## config.mk

```make
export PLATFORM = sky130hd
export DESIGN_NAME = ctrl_sequencer_flat
export DESIGN_NICKNAME = d
export VERILOG_FILES = /design/src/rtl/ctrl_sequencer_if.sv /design/src/rtl/ctrl_sequencer.sv /design/src/flat_wrapper.sv
export SDC_FILE = /design/constraint.sdc
export NUM_CORES = 1
export LEC_CHECK = 0
export BUFFER_PORTS_ARGS = -buffer_cell sky130_fd_sc_hd__clkbuf_2
export CORE_AREA = 2 2 60 62
export DETAILED_ROUTE_END_ITERATION = 8
export DIE_AREA = 0 0 62 64
export PLACE_DENSITY = 0.89
export SYNTH_ARGS = -nofsm -noshare
export SYNTH_HDL_FRONTEND = slang
export SYNTH_SLANG_ARGS = --single-unit
```

## constraint.sdc

```tcl
create_clock -name CLK -period 7.2 [get_ports CLK]
set_input_delay 0.72 -clock CLK [delete_from_list [all_inputs] [get_ports CLK]]
set_output_delay 0.72 -clock CLK [all_outputs]
set_load 0.03 [all_outputs]
```

## src/rtl/ctrl_sequencer_if.sv

```systemverilog
// Control-sequencer bus: fetch, decode outputs, datapath strobes, memory handshake.
// master = sequencer side (drives PC, strobes); slave = ROM/datapath/memory side.
// Widths follow PC_W, which must match the sequencer's PC_W.
interface ctrl_sequencer_if #(parameter int PC_W = 10);
   logic            start;
   logic [8:0]      INSTR;
   logic            EQUAL;
   logic            mem_ready;
   logic [PC_W-1:0] PC;
   logic            fetch_req;
   logic [3:0]      OP;
   logic            type_bit;
   logic [3:0]      reg_idx;
   logic            acc_we;
   logic            reg_we;
   logic            mem_re;
   logic            mem_we;
   logic            done;

   modport master (
      input  start, INSTR, EQUAL, mem_ready,
      output PC, fetch_req, OP, type_bit, reg_idx,
             acc_we, reg_we, mem_re, mem_we, done
   );

   modport slave (
      output start, INSTR, EQUAL, mem_ready,
      input  PC, fetch_req, OP, type_bit, reg_idx,
             acc_we, reg_we, mem_re, mem_we, done
   );
endinterface

```

## src/rtl/ctrl_sequencer.sv

```systemverilog
// Multi-cycle control sequencer for the 8-bit accumulator processor (FETCH/DECODE/EXEC/MEM).
// Latency: 3 cycles per non-memory instruction, 3+N for load/store (N MEM cycles).
// Backpressure: MEM holds mem_re/mem_we until mem_ready; start only honoured in IDLE/HALT.
module ctrl_sequencer #(
   parameter int PC_W = 10
) (
   input  logic             CLK,
   input  logic             Reset,
   ctrl_sequencer_if.master bus
);

   typedef enum logic [2:0] {IDLE, FETCH, DECODE, EXEC, MEM, HALT} state_t;

   localparam logic [3:0] OP_PUT   = 4'b0001;
   localparam logic [3:0] OP_LOAD  = 4'b0010;
   localparam logic [3:0] OP_STORE = 4'b0011;
   localparam logic [3:0] OP_EQL   = 4'b1010;
   localparam logic [3:0] OP_OF0   = 4'b1101;
   localparam logic [3:0] OP_HALT  = 4'b1110;
   localparam logic [PC_W-1:0] PC_ONE = 1;

   state_t          state, state_nxt;
   logic [8:0]      ir;
   logic            ir_ld;
   logic            flag, flag_nxt;
   logic [PC_W-1:0] pc, pc_nxt;
   logic [PC_W-1:0] br_ofs;
   logic [3:0]      op;
   logic            is_branch, is_load;
   logic            fetch_req_c, acc_we_c, reg_we_c, mem_re_c, mem_we_c, done_c;

   assign op        = ir[7:4];
   assign is_branch = ir[8];
   assign is_load   = !ir[8] && (op == OP_LOAD);
   // 8-bit branch offset is signed; 0x80 is -128
   assign br_ofs    = PC_W'($signed(ir[7:0]));

   // State, PC, flag and instruction register; reset clears all of them at once
   always_ff @(posedge CLK or posedge Reset) begin
      if (Reset) begin
         state <= IDLE;
         pc    <= '0;
         flag  <= 1'b0;
         ir    <= '0;
      end else begin
         state <= state_nxt;
         pc    <= pc_nxt;
         flag  <= flag_nxt;
         if (ir_ld) ir <= bus.INSTR;
      end
   end

   // Next-state, PC/flag update and strobes decoded from state and IR
   always_comb begin
      state_nxt   = state;
      pc_nxt      = pc;
      flag_nxt    = flag;
      ir_ld       = 1'b0;
      fetch_req_c = 1'b0;
      acc_we_c    = 1'b0;
      reg_we_c    = 1'b0;
      mem_re_c    = 1'b0;
      mem_we_c    = 1'b0;
      done_c      = 1'b0;
      case (state)
         IDLE: begin
            if (bus.start) begin
               state_nxt = FETCH;
               pc_nxt    = '0;
               flag_nxt  = 1'b0;
            end
         end
         FETCH: begin
            fetch_req_c = 1'b1;
            state_nxt   = DECODE;
         end
         DECODE: begin
            ir_ld     = 1'b1;
            state_nxt = EXEC;
         end
         EXEC: begin
            if (is_branch) begin
               state_nxt = FETCH;
               pc_nxt    = flag ? (pc + br_ofs) : (pc + PC_ONE);
            end else begin
               case (op)
                  OP_LOAD, OP_STORE: state_nxt = MEM;
                  OP_HALT:           state_nxt = HALT;
                  default: begin
                     state_nxt = FETCH;
                     pc_nxt    = pc + PC_ONE;
                     case (op)
                        OP_PUT:  reg_we_c = 1'b1;
                        OP_EQL:  flag_nxt = bus.EQUAL;
                        OP_OF0:  flag_nxt = 1'b0;
                        default: acc_we_c = 1'b1;
                     endcase
                  end
               endcase
            end
         end
         MEM: begin
            if (is_load) begin
               mem_re_c = 1'b1;
               acc_we_c = bus.mem_ready;
            end else begin
               mem_we_c = 1'b1;
            end
            if (bus.mem_ready) begin
               state_nxt = FETCH;
               pc_nxt    = pc + PC_ONE;
            end
         end
         HALT: begin
            done_c = 1'b1;
            if (bus.start) begin
               state_nxt = FETCH;
               pc_nxt    = '0;
               flag_nxt  = 1'b0;
            end
         end
         default: state_nxt = IDLE;
      endcase
   end

   assign bus.PC        = pc;
   assign bus.fetch_req = fetch_req_c;
   assign bus.OP        = ir[7:4];
   assign bus.type_bit  = ir[8];
   assign bus.reg_idx   = ir[3:0];
   assign bus.acc_we    = acc_we_c;
   assign bus.reg_we    = reg_we_c;
   assign bus.mem_re    = mem_re_c;
   assign bus.mem_we    = mem_we_c;
   assign bus.done      = done_c;

endmodule

```

## src/flat_wrapper.sv

```systemverilog
// flat-port wrapper written by rule: the top's interface ports become plain ports
module ctrl_sequencer_flat 
#(
   parameter int PC_W = 10
)
  (CLK, Reset, bus_start, bus_INSTR, bus_EQUAL, bus_mem_ready, bus_PC, bus_fetch_req, bus_OP, bus_type_bit, bus_reg_idx, bus_acc_we, bus_reg_we, bus_mem_re, bus_mem_we, bus_done);
  ctrl_sequencer_if #(.PC_W(PC_W)) bus_i ();
  input  logic CLK;
  input  logic Reset;
  input wire logic [$bits(bus_i.start)-1:0] bus_start;
  input wire logic [$bits(bus_i.INSTR)-1:0] bus_INSTR;
  input wire logic [$bits(bus_i.EQUAL)-1:0] bus_EQUAL;
  input wire logic [$bits(bus_i.mem_ready)-1:0] bus_mem_ready;
  output wire logic [$bits(bus_i.PC)-1:0] bus_PC;
  output wire logic [$bits(bus_i.fetch_req)-1:0] bus_fetch_req;
  output wire logic [$bits(bus_i.OP)-1:0] bus_OP;
  output wire logic [$bits(bus_i.type_bit)-1:0] bus_type_bit;
  output wire logic [$bits(bus_i.reg_idx)-1:0] bus_reg_idx;
  output wire logic [$bits(bus_i.acc_we)-1:0] bus_acc_we;
  output wire logic [$bits(bus_i.reg_we)-1:0] bus_reg_we;
  output wire logic [$bits(bus_i.mem_re)-1:0] bus_mem_re;
  output wire logic [$bits(bus_i.mem_we)-1:0] bus_mem_we;
  output wire logic [$bits(bus_i.done)-1:0] bus_done;
  assign bus_i.start = bus_start;
  assign bus_i.INSTR = bus_INSTR;
  assign bus_i.EQUAL = bus_EQUAL;
  assign bus_i.mem_ready = bus_mem_ready;
  assign bus_PC = bus_i.PC;
  assign bus_fetch_req = bus_i.fetch_req;
  assign bus_OP = bus_i.OP;
  assign bus_type_bit = bus_i.type_bit;
  assign bus_reg_idx = bus_i.reg_idx;
  assign bus_acc_we = bus_i.acc_we;
  assign bus_reg_we = bus_i.reg_we;
  assign bus_mem_re = bus_i.mem_re;
  assign bus_mem_we = bus_i.mem_we;
  assign bus_done = bus_i.done;
  ctrl_sequencer #(.PC_W(PC_W)) u_core (.CLK(CLK), .Reset(Reset), .bus(bus_i));
endmodule
```

Word-level counts from Yosys, hierarchy flattened
Index checks and enable logic that the tools add are counted.
{"block": "op_classes", "addsub": 2, "n_eq_ne": 17, "mux": 32, "reduce_logical": 12}
{"op": "$mux W10", "n": 5}
{"op": "$pmux W10 S3", "n": 1}
{"op": "$mux W1", "n": 18}
{"op": "$pmux W3 S5", "n": 1}
{"op": "$eq A4 B4 Y1 const B", "n": 3}
{"op": "$add A10 B1 Y10 const B", "n": 1}
{"op": "$add A10 B10 Y10", "n": 1}
{"op": "$mux W3", "n": 3}
{"op": "$eq A4 B2 Y1 const B", "n": 2}
{"op": "$eq A3 B2 Y1 const B", "n": 2}
{"op": "$eq A3 B3 Y1 const B", "n": 2}
{"op": "$ne A2 B2 Y1 const B", "n": 3}
{"op": "$pmux W1 S2", "n": 3}
{"op": "$pmux W3 S2", "n": 1}
{"op": "$reduce_or A3 Y1", "n": 2}
{"op": "$reduce_and A5 Y1", "n": 1}
{"op": "$eq A4 B1 Y1 const B", "n": 1}
{"op": "$reduce_and A4 Y1", "n": 1}
{"op": "$reduce_or A2 Y1", "n": 2}
{"op": "$eq A3 B1 Y1 const B", "n": 1}
{"op": "$logic_not A3 Y1", "n": 1}
{"op": "$ne A3 B2 Y1 const B", "n": 1}
{"op": "$ne A3 B3 Y1 const B", "n": 1}
{"op": "$reduce_bool A3 Y1", "n": 1}
{"op": "other kinds (5)", "n": 5}
{"block": "totals", "regBits": 23, "in_bits": 14, "out_inout_bits": 25, "elab_cells": 67}

Logic depth before layout (Yosys ltp)
Gate-level depths: netlist (run 1).
{"block": "depth", "ltp_word": 6, "depth_mapped": 8, "ltp_nobuf": 8}

Worst setup path after synthesis (run 1)
OpenSTA, ideal clock, no wires.
{"block": "synth_timing", "path_type": "reg-to-output", "start": "reg u_core.ir[7]", "end": "out bus_acc_we", "t_arrival_ps": 2118, "t_required_ps": 6480, "slack_ps": 4362, "stages_incl_launch_ff": 7, "path_buffers": 1, "cell_sequence": "dfrtp_1 buf_2 nor2_1 nand2_1 nor3_1 nand2_1 o21ai_0"}
{"block": "synth_between", "elab_chain_len": 6, "elab_cells_between_ends": 14, "classes_between": "eq/ne (6); mux (5); reduce/logical (3)"}
{"element": "start: declaration", "line": "ctrl_sequencer.sv:23", "source": "logic [8:0] ir;"}
{"element": "start signal: assignment", "line": "ctrl_sequencer.sv:49", "source": "if (ir_ld) ir <= bus.INSTR;"}
{"element": "$eq A4 B4 Y1 or $eq A4 B1 Y1 (tied branches)", "line": "ctrl_sequencer.sv:92", "source": "case (op)"}
{"element": "$reduce_or A3 Y1 (no line)"}
{"element": "$mux W1", "line": "ctrl_sequencer.sv:92"}
{"element": "$mux W1", "line": "ctrl_sequencer.sv:86", "source": "case (op)"}
{"element": "$mux W1", "line": "ctrl_sequencer.sv:82", "source": "if (is_branch) begin"}
{"element": "$pmux W1 S2 *", "line": "ctrl_sequencer.sv:65", "source": "case (state)"}
{"element": "end: declaration", "line": "flat_wrapper.sv:19", "source": "output wire logic [$bits(bus_i.acc_we)-1:0] bus_acc_we;"}
Mark *: on every way between the ends. The rest lies on a longest branch, timed or not.

Worst setup path after layout (run 1)
{"block": "layout_timing", "start": "reg u_core.state[2]", "end": "out bus_acc_we"}
{"block": "layout_between", "elab_chain_len": 2, "elab_cells_between_ends": 3, "classes_between": "eq/ne (2); mux (1)"}
{"element": "start: declaration", "line": "ctrl_sequencer.sv:22", "source": "state_t state, state_nxt;"}
{"element": "start signal: assignment", "line": "ctrl_sequencer.sv:46", "source": "state <= state_nxt;"}
{"element": "$eq A3 B3 Y1 or $eq A3 B2 Y1 (tied branches)", "line": "ctrl_sequencer.sv:65"}
{"element": "$pmux W1 S2 *", "line": "ctrl_sequencer.sv:65"}
Marked as above.

==> impl_metrics.tcl, run 1 <==
set metrics [dict create \
    holdBufCountCts 0 \
    fin_ws_ns 4.422 \
    synth_nets 249 \
    io-pin-count 39 \
    drive_above_1_share_pct 21.79 \
    place_area_sq_um 2076 \
    worstPathMaxFanout 10 \
    cts-htree-levels 1 \
    slowest_stage "dfrtp_1" \
    hold_violations 0 \
    syn_area_sq_um 1863 \
    final_common_cell "clkbuf_2" \
    fin_skew_ns 0.001813 \
    vias_per_cell 6.284 \
    maxCapViolCount 0 \
    cp_cell_sequence "nor2b_1, nand2b_1, nor3_1, nand2_1, o21ai_0, clkbuf_2" \
    cts_resized 0 \
    yosys_warnings 0 \
    portBuffers 38 \
    startpoint_type "flop" \
    final_nets 283 \
    ant_nets 0 \
    hpwl_um 3504 \
    grtUsageTotal_pct 26.15 \
    slew_headroom_pct 38.48 \
    criticalPathCategory "reg -> out" \
    dpl_worst_slack_ns 4.654 \
    gp_congestion 0.9742 \
    yosysSeqAreaShare_pct 30.89 \
    first_pass_iters 6 \
    clk_pin_slew_ns 0.13 \
    clockBufferDepth 2 \
    die_width_um 62 \
    finalSetupTns_ns 0 \
    worstMarginPinSlew_ns 0.9218 \
    grt.overflow.total 0 \
    grt_pass1_vias 1661 \
    cts-root-buf "clkbuf_4" \
    drt_iter0_markers 183 \
    core_area_sq_um 3284 \
    hold_class "in -> async" \
    synth.distinct_cells 52 \
    die_area_sq_um 3968 \
    grt_pass1_wl_um 7893 \
    cp_top_family "simple AND/OR/NAND/NOR gates" \
    max_freq_mhz 360.0 \
    wl_per_cell_um 15.59 \
    ys_ff_latch 23 \
    fillCellCount 288 \
    drc 0 \
    finalSetupViolCount 0 \
    ir_drop_mv 0.2917 \
    antenna_found_initial 0 \
    synth_edf_count 0 \
    drv_slew 0 \
    p_per_area_nw_per_um2 530.2 \
    cts_tree "done" \
    outcome "completed" \
    grt_start_max_net_pins 24 \
    synth.avg_cell_area_sq_um 8.317 \
    drt_wl_total_um 4724 \
    cp_data_arrival_time_ns 2.06 \
    cts_setup_buffers 0 \
    clk_latency_ns 0.32 \
    antenna_cells 0 \
    cts_num_sinks 23 \
    area_growth_syn_to_layout_pct 12.83 \
    required_ns 6.48 \
    synthFlopType "dfrtp_1" \
    syn_inst 224 \
    cts_buffers 3 \
    ys_async_sr_fraction_pct 100.0 \
    rows 21 \
    min_period_ns 2.778 \
    endpoint_kind "primary output" \
    worst-path-buf-inv 1 \
    final_cell_mix "clkbuf_2, nand2_1, dfrtp_1" \
    leakagePower_nw 0.9371 \
    max_stage_delay_ns 0.49 \
    start_util_pct 56.72 \
    final_area_sq_um 2102 \
    fp.dieH_um 64 \
    vias 1904 \
    rsz0062_at_grt "false" \
    period_share_pct 38.59 \
]
==> cells in the mapped netlist, types with 2 or more instances <==
master	n	share of area, %
nand2_1	25	5.0
dfrtp_1	23	31
o21ai_0	21	5.6
nor2_1	18	3.6
a21oi_1	17	4.6
ha_1	10	6.7
mux2_2	9	5.4
nor3_1	8	2.1
nand3_1	7	1.9
and2_1	6	2.0
clkbuf_1	6	1.2
xor2_1	5	2.4
buf_2	4	1.1
inv_1	4	0.81
nand2b_1	4	1.3
xnor2_1	4	1.9
a21o_1	3	1.2
a221oi_1	3	1.4
a31oi_1	3	1.0
mux2i_1	3	1.6
nor4_1	3	1.0
or4_1	3	1.2
nor2b_1	2	0.67
o21bai_1	2	0.81
o22ai_1	2	0.67
o311ai_0	2	0.94
o41ai_1	2	0.94
==> stage by stage <==
stage	util [%]	hold slack, ns	cells	power, mW
after detailed placement	63.20	0.5337	299	1.037
after CTS	64.00	0.5657	303	1.104
after global routing	64.00	0.5902	303	1.209
after floorplan	-	0.5555	224	0.8602
final	64.00	0.5549	303	1.115
after global placement	63.20	0.5235	299	1.015
==> kinds of logic after synthesis <==
family                   Yosys count  synth area share (%)
multiplexers                      13                 7.656
AND/OR/NAND/NOR                   85                 22.70
flip-flops                        23                 30.89
XOR/XNOR                           9                 4.231
AO/OA/AOI/OAI                     69                 23.64
buffers and inverters             14                 3.089
adder cells (fa/ha/maj)           11                 7.791
==> state kept, by name, summed over array words and instances (netlist names) <==
| signal | count |
|---|---|
| u_core.state | 3 |
| u_core.ir | 9 |
| u_core.bus.PC | 10 |
| u_core.flag | 1 |
==> worst paths after layout <==
kind,start,end,slack [ns],depth (start not counted)
min in group CLK,u_core.ir[3],u_core.ir[3],0.56,1
setup / recovery,u_core.state[2],bus_acc_we,4.42,6
hold reg to reg,u_core.ir[3],u_core.ir[3],0.55,1
setup reg to reg,u_core.bus.PC[0],u_core.bus.PC[8],4.55,7
max in group asynchronous,Reset,u_core.bus.PC[9],6.08,2
hold / removal,Reset,u_core.ir[3],0.55,2
==> report_power, final <==
part | internal [mW] | switching [mW]
combinational | 0.294 | 0.447
sequential | 0.189 | 0.121
clock | 0.0217 | 0.0421
==> worst reg2reg max path: stages (launching register included) <==
cell	delay (ns)
dfrtp_1	0.49
ha_1	0.28
fa_1	0.41
a21o_1	0.21
a2111oi_1	0.49
o21ai_0	0.19
xnor2_1	0.16
o311ai_0	0.30
==> per-layer routing <==
| metal | share of wire, % | up-vias | global-route usage, % | routed length, um |
|---|---|---|---|---|
| met5 | 0 | - | 0 | 0 |
| met4 | 1.2 | 0 | 7.713 | 59 |
| met3 | 8.0 | 7 | 4.251 | 377 |
| met2 | 47 | 94 | 38.41 | 2237 |
| met1 | 43 | 906 | 38.92 | 2049 |
| li1 | - | 897 | - | - |
==> cell type report <==
class,instances,area (sq um),share of cell area (%)
multi-input combinational,187,1230,58.51
clock buffer,4,26.28,1.250
timing repair buffer,39,197.7,9.405
tap,46,57.56,2.738
inverter,4,15.01,0.7143
sequential,23,575.6,27.38
Note: power is estimated with default switching activity, not from simulation.
==> run 2: changes to the inputs <==
- ABC_AREA: default -> 1
- CORE_AREA: 2 2 60 62 -> 2 2 66 68
- DIE_AREA: 0 0 62 64 -> 0 0 68 70
- PLACE_DENSITY: 0.89 -> 0.81
- clock period: 7.2 -> 2.4 ns (I/O delays scaled with it)
==> run 2 against run 1 <==
Net effect: critical endpoint unchanged; sequential power grew to 2.9 times the previous value; final cell count increased by 32%; synthesized area increased by 4.4%; clock-buffer cell count is 1 lower; register-to-register slack lost 4.1 ns; flip-flop and latch count unchanged; setup slack got worse by 4.2 ns; via count increased by 7.9%; largest power group unchanged.
==> impl_metrics.tcl, run 2 <==
set metrics [dict create \
    worstPathMaxFanout 9 \
    min_period_ns 2.142 \
    cts_num_sinks 23 \
    startpoint_type "flop" \
    p_comb_share_pct 68.4 \
    p_per_area_nw_per_um2 1626 \
    grt_pass1_wl_um 8328 \
    finalSetupViolCount 0 \
    area_growth_syn_to_layout_pct 14.48 \
    endpoint_kind "primary output" \
    required_ns 2.16 \
    yosysSeqAreaShare_pct 29.60 \
    die_area_sq_um 4760 \
    synth_edf_count 0 \
    drv_slew 0 \
    grtUsageTotal_pct 22.79 \
    antenna_found_initial 0 \
    final_nets 374 \
    synthFlopType "dfrtp_1" \
    drt_wl_total_um 4950 \
    clk_latency_ns 0.28 \
    portBuffers 38 \
    cts_resized 0 \
    wl_per_cell_um 12.38 \
    antenna_cells 0 \
    power_frac_seq_pct 24.7 \
    p_switching_mw 2.103 \
    cts_setup_buffers 0 \
    vias_per_cell 5.135 \
    core_area_sq_um 4144 \
    outcome "completed" \
    worstMarginPinSlew_ns 0.8783 \
    vias 2054 \
    gp_congestion 1.006 \
    post-place-cells 396 \
    die_width_um 68 \
    place_area_sq_um 2180 \
    grt_use_met3_pct 4.026 \
    final_common_cell "nand2_1" \
    p_int_mw 1.516 \
    syn_area_sq_um 1944 \
    cts-htree-levels 1 \
    rows 24 \
    clockBufferDepth 2 \
    yosysTopAreaCellShare_pct 29.60 \
    cts_tree "done" \
    holdBufCountCts 0 \
    slew_headroom_pct 41.38 \
    max_freq_mhz 466.9 \
    leakagePower_nw 1.325 \
    ir_drop_mv 0.7852 \
    cp_data_arrival_time_ns 1.90 \
    fp.dieH_um 70 \
    first_pass_iters 4 \
    grt_start_max_net_pins 24 \
    met1_usage_pct 31.35 \
    largest_register_ffs 10 \
    syn_inst 308 \
    hpwl_um 3930 \
    drt_iter0_markers 159 \
    maxCapViolCount 0 \
    fin_skew_ns 0.007377 \
    p_clk_share_pct 7.0 \
    yosys.area.top_type "dfrtp_1" \
    final_area_sq_um 2226 \
    grt.overflow.total 0 \
    hold_class "in -> async" \
    criticalPathCategory "reg -> out" \
    grt_pass1_vias 1847 \
    hold_violations 0 \
    grt_most_used_layer "met2" \
    cp_cell_sequence "nor2_1, nand2_1, nor3_1, inv_1, nor2_1, nand2_1, o31ai_1, clkbuf_2" \
    ys_ff_latch 23 \
    yosys_warnings 0 \
    yosysMostFrequentCell "nand2_1" \
    drive_above_1_share_pct 15.23 \
    period_share_pct 89.25 \
    finalSetupTns_ns 0 \
    stdcell_count 400 \
    slowest_stage "dfrtp_1" \
    cts_buffers 3 \
    ys_top_cells_by_count "nand2_1, inv_1, nor2_1, dfrtp_1, nand3_1" \
    cts-root-buf "clkbuf_8" \
    p_sw_share_pct 58.10 \
    start_util_pct 46.92 \
    synth.distinct_cells 26 \
    synth_nets 333 \
    clk_pin_slew_ns 0.09 \
    synth_area_leaders "dfrtp_1, nand2_1, inv_1" \
    ys_async_sr_fraction_pct 100.0 \
    io-pin-count 39 \
    drc 0 \
    use_met2_pct 35.92 \
    synth.avg_cell_area_sq_um 6.313 \
    ant_nets 0 \
    rsz0062_at_grt "false" \
    final_cell_mix "nand2_1, inv_1, clkbuf_2" \
    max_stage_delay_ns 0.50 \
]
[run 2: power by group through the flow]
stage	logic, mW	registers [mW]	clock network, mW
after global placement	2.39	0.884	0
after detailed placement	2.45	0.892	0
after floorplan	1.65	1.10	0
final	2.47	0.892	0.252
after CTS	2.46	0.885	0.261
after global routing	2.79	0.932	0.269
[run 2: cell families after synthesis]
family                   after synthesis  synth area share [%]
AO/OA/AOI/OAI                         36                 10.23
buffers and inverters                 58                 12.03
adder cells (fa/ha/maj)               11                 7.465
XOR/XNOR                               8                 3.604
flip-flops                            23                 29.60
AND/OR/NAND/NOR                      172                 37.07
[run 2: path summary, 6_finish.rpt]
check                           slack (ns)          endpoint             start  cells past startpoint
worst max register to register        0.47  u_core.bus.PC[4]  u_core.bus.PC[0]                      7
min in group CLK                      0.16      u_core.ir[1]      bus_INSTR[1]                      3
max in group asynchronous             1.73   u_core.state[2]             Reset                      2
worst min-delay path                  0.13  u_core.bus.PC[1]             Reset                      2
worst max-delay path                  0.26        bus_acc_we      u_core.ir[7]                      8
worst min register to register        0.51      u_core.ir[2]      u_core.ir[2]                      2
[run 2: critical path: cells and delay by family, from the launching register on]
family          cells  cell delay, ns
simple gates        5            0.71
flops               1            0.50
buf+inv             2            0.34
compound gates      1            0.08
[run 2: layer usage]
| layer | part of all wire, % | vias up |
|---|---|---|
| li1 | - | 1051 |
| met1 | 45 | 916 |
| met2 | 45 | 77 |
| met3 | 7.7 | 10 |
| met4 | 1.8 | 0 |
| met5 | 0 | - |
[run 2: area by class of cell]
type	count	area [sq um]
fill	425	1918
multi-input combinational	227	1135
sequential	23	575.6
inverter	55	206.4
timing repair buffer	39	197.7
tap	52	65.06
clock buffer	3	41.29
clock inverter	1	5.005
[run 2: metrics by stage]
stage	utilization, %	setup WS, ns	hold slack [ns]	total power, mW
floorplan	-	0.3578	0.2419	2.755
global placement	52.60	0.5872	0.4399	3.271
detailed placement	52.60	0.5212	0.4478	3.341
CTS	53.71	0.2608	0.1571	3.608
global route	53.71	0.1137	0.1738	3.993
finish	53.71	0.2581	0.1251	3.619
==> run 3: changes to the inputs <==
==> constraint.sdc (replaced) <==
create_clock -name CLK -period 2.4 [get_ports CLK]
set_input_delay 0.36 -clock CLK [delete_from_list [all_inputs] [get_ports CLK]]
set_output_delay 0.36 -clock CLK [all_outputs]
set_load 0.03 [all_outputs]
==> run 3 against run 2 <==
Net effect: largest power group unchanged; routed wire length fell by 1.6%; register-to-register slack better by 0.05 ns; first-iteration DRC count increased by 19%; final cell count stayed put.
==> impl_metrics.tcl, run 3 (same netlist as run 2, synthesis figures left out) <==
set metrics [dict create \
    ant_nets 0 \
    cts_tree "done" \
    leakagePower_nw 1.325 \
    rows 24 \
    vias 2059 \
    hold_class "in -> async" \
    antenna_found_initial 0 \
    grt.overflow.total 0 \
    die_area_sq_um 4760 \
    wl_per_cell_um 12.18 \
    r2r_slack_ns 0.52 \
    final_cell_mix "nand2_1, inv_1, clkbuf_2" \
    hold_ws_ns 0.2551 \
    min_period_ns 2.114 \
    die_width_um 68 \
    ir_drop_mv 0.7885 \
    cts-root-buf "clkbuf_8" \
    drive_above_1_share_pct 15.23 \
    cts_num_sinks 23 \
    grt_pass1_wl_um 8376 \
    hold_violations 0 \
    portBuffers 38 \
    outcome "completed" \
    finalSetupTns_ns 0 \
    r2r-start "u_core.bus.PC[0]" \
    slew_headroom_pct 39.24 \
    grt_pass1_vias 1801 \
    antenna_cells 0 \
    clk_pin_slew_ns 0.09 \
    start_util_pct 46.92 \
    hpwl_um 3811 \
    vias_per_cell 5.148 \
    grt_start_max_net_pins 24 \
    max_freq_mhz 473.1 \
    holdBufCountCts 0 \
    startpoint_type "flop" \
    r2r_cells 7 \
    drv_slew 0 \
    drc 0 \
    drt_wl_total_um 4872 \
    first_pass_iters 4 \
    period_share_pct 88.07 \
    clk_latency_ns 0.27 \
    area_growth_syn_to_layout_pct 14.48 \
    final_nets 374 \
    fp.dieH_um 70 \
    p_per_area_nw_per_um2 1624 \
    cts_buffers 3 \
    rsz0062_at_grt "false" \
    required_ns 2.04 \
    gp_congestion 0.9986 \
    endpoint_kind "primary output" \
    maxCapViolCount 0 \
    r2r-end "u_core.bus.PC[4]" \
    core_area_sq_um 4144 \
    worstPathMaxFanout 9 \
    cts_resized 0 \
    clockBufferDepth 2 \
    final_common_cell "nand2_1" \
    fin_skew_ns 0.002176 \
    io-pin-count 39 \
    cts_setup_buffers 0 \
    worstMarginPinSlew_ns 0.9104 \
    grtUsageTotal_pct 22.59 \
    criticalPathCategory "reg -> out" \
    drt_iter0_markers 190 \
    finalSetupViolCount 0 \
    cts-htree-levels 1 \
    cp_data_arrival_time_ns 1.75 \
    largest_register_ffs 10 \
]
-- run 3: cell counts in the layout (fill, tap and decap cells not counted) --
No cell type changed its count.
-- run 3: how the worst max path moves through the flow --
stage / end / cells after the start / start / slack, ns
3_5_place_dp: u_core.bus.PC[4] / 7 / u_core.bus.PC[0] / 0.54
6_report: bus_acc_we / 8 / u_core.ir[7] / 0.29
3_3_place_gp: u_core.bus.PC[4] / 7 / u_core.bus.PC[0] / 0.60
2_1_floorplan: bus_acc_we / 7 / u_core.ir[7] / 0.24
5_1_grt: bus_acc_we / 8 / u_core.ir[7] / 0.02
4_1_cts: bus_acc_we / 8 / u_core.ir[7] / 0.30
-- run 3: worst max-delay path, stage by stage, from the launching register on --
cell	delay [ns]
dfrtp_1	0.50
nor2_1	0.17
nand2_1	0.10
nor3_1	0.14
inv_1	0.07
nor2_1	0.12
nand2_1	0.07
o31ai_1	0.07
clkbuf_2	0.25
-- run 3: through the flow --
stage	cells	total power [mW]	worst slack, ns	util [%]	cell area, sq um
after floorplan	308	2.755	0.2378	-	1944
after global placement	396	3.280	0.5968	52.60	2180
after detailed placement	396	3.330	0.5376	52.60	2180
after CTS	400	3.605	0.2998	53.71	2226
after global routing	400	4.000	0.01757	53.71	2226
final	400	3.615	0.2864	53.71	2226
-- run 3: final cells by class --
class / instances / area [sq um]
clock inverters: 1 / 5.005
multi-input cells: 227 / 1135
inverters: 55 / 206.4
flip-flops and latches: 23 / 575.6
fillers: 406 / 1918
repair buffers: 39 / 197.7
clock buffers: 3 / 41.29
well taps: 52 / 65.06
-- run 3: report_power, final --
part | internal (mW) | switching [mW]
combinational | 0.821 | 1.65
clock | 0.116 | 0.139
sequential | 0.579 | 0.309
total | 1.52 | 2.10
-- run 3: metal layers --
layer / track usage, % / vias to the layer above / part of all wire [%]
li1: - / 1050 / -
met1: 32.92 / 933 / 45
met2: 34.95 / 72 / 45
met3: 3.704 / 4 / 8.0
met4: 4.889 / 0 / 1.0
met5: 0 / - / 0
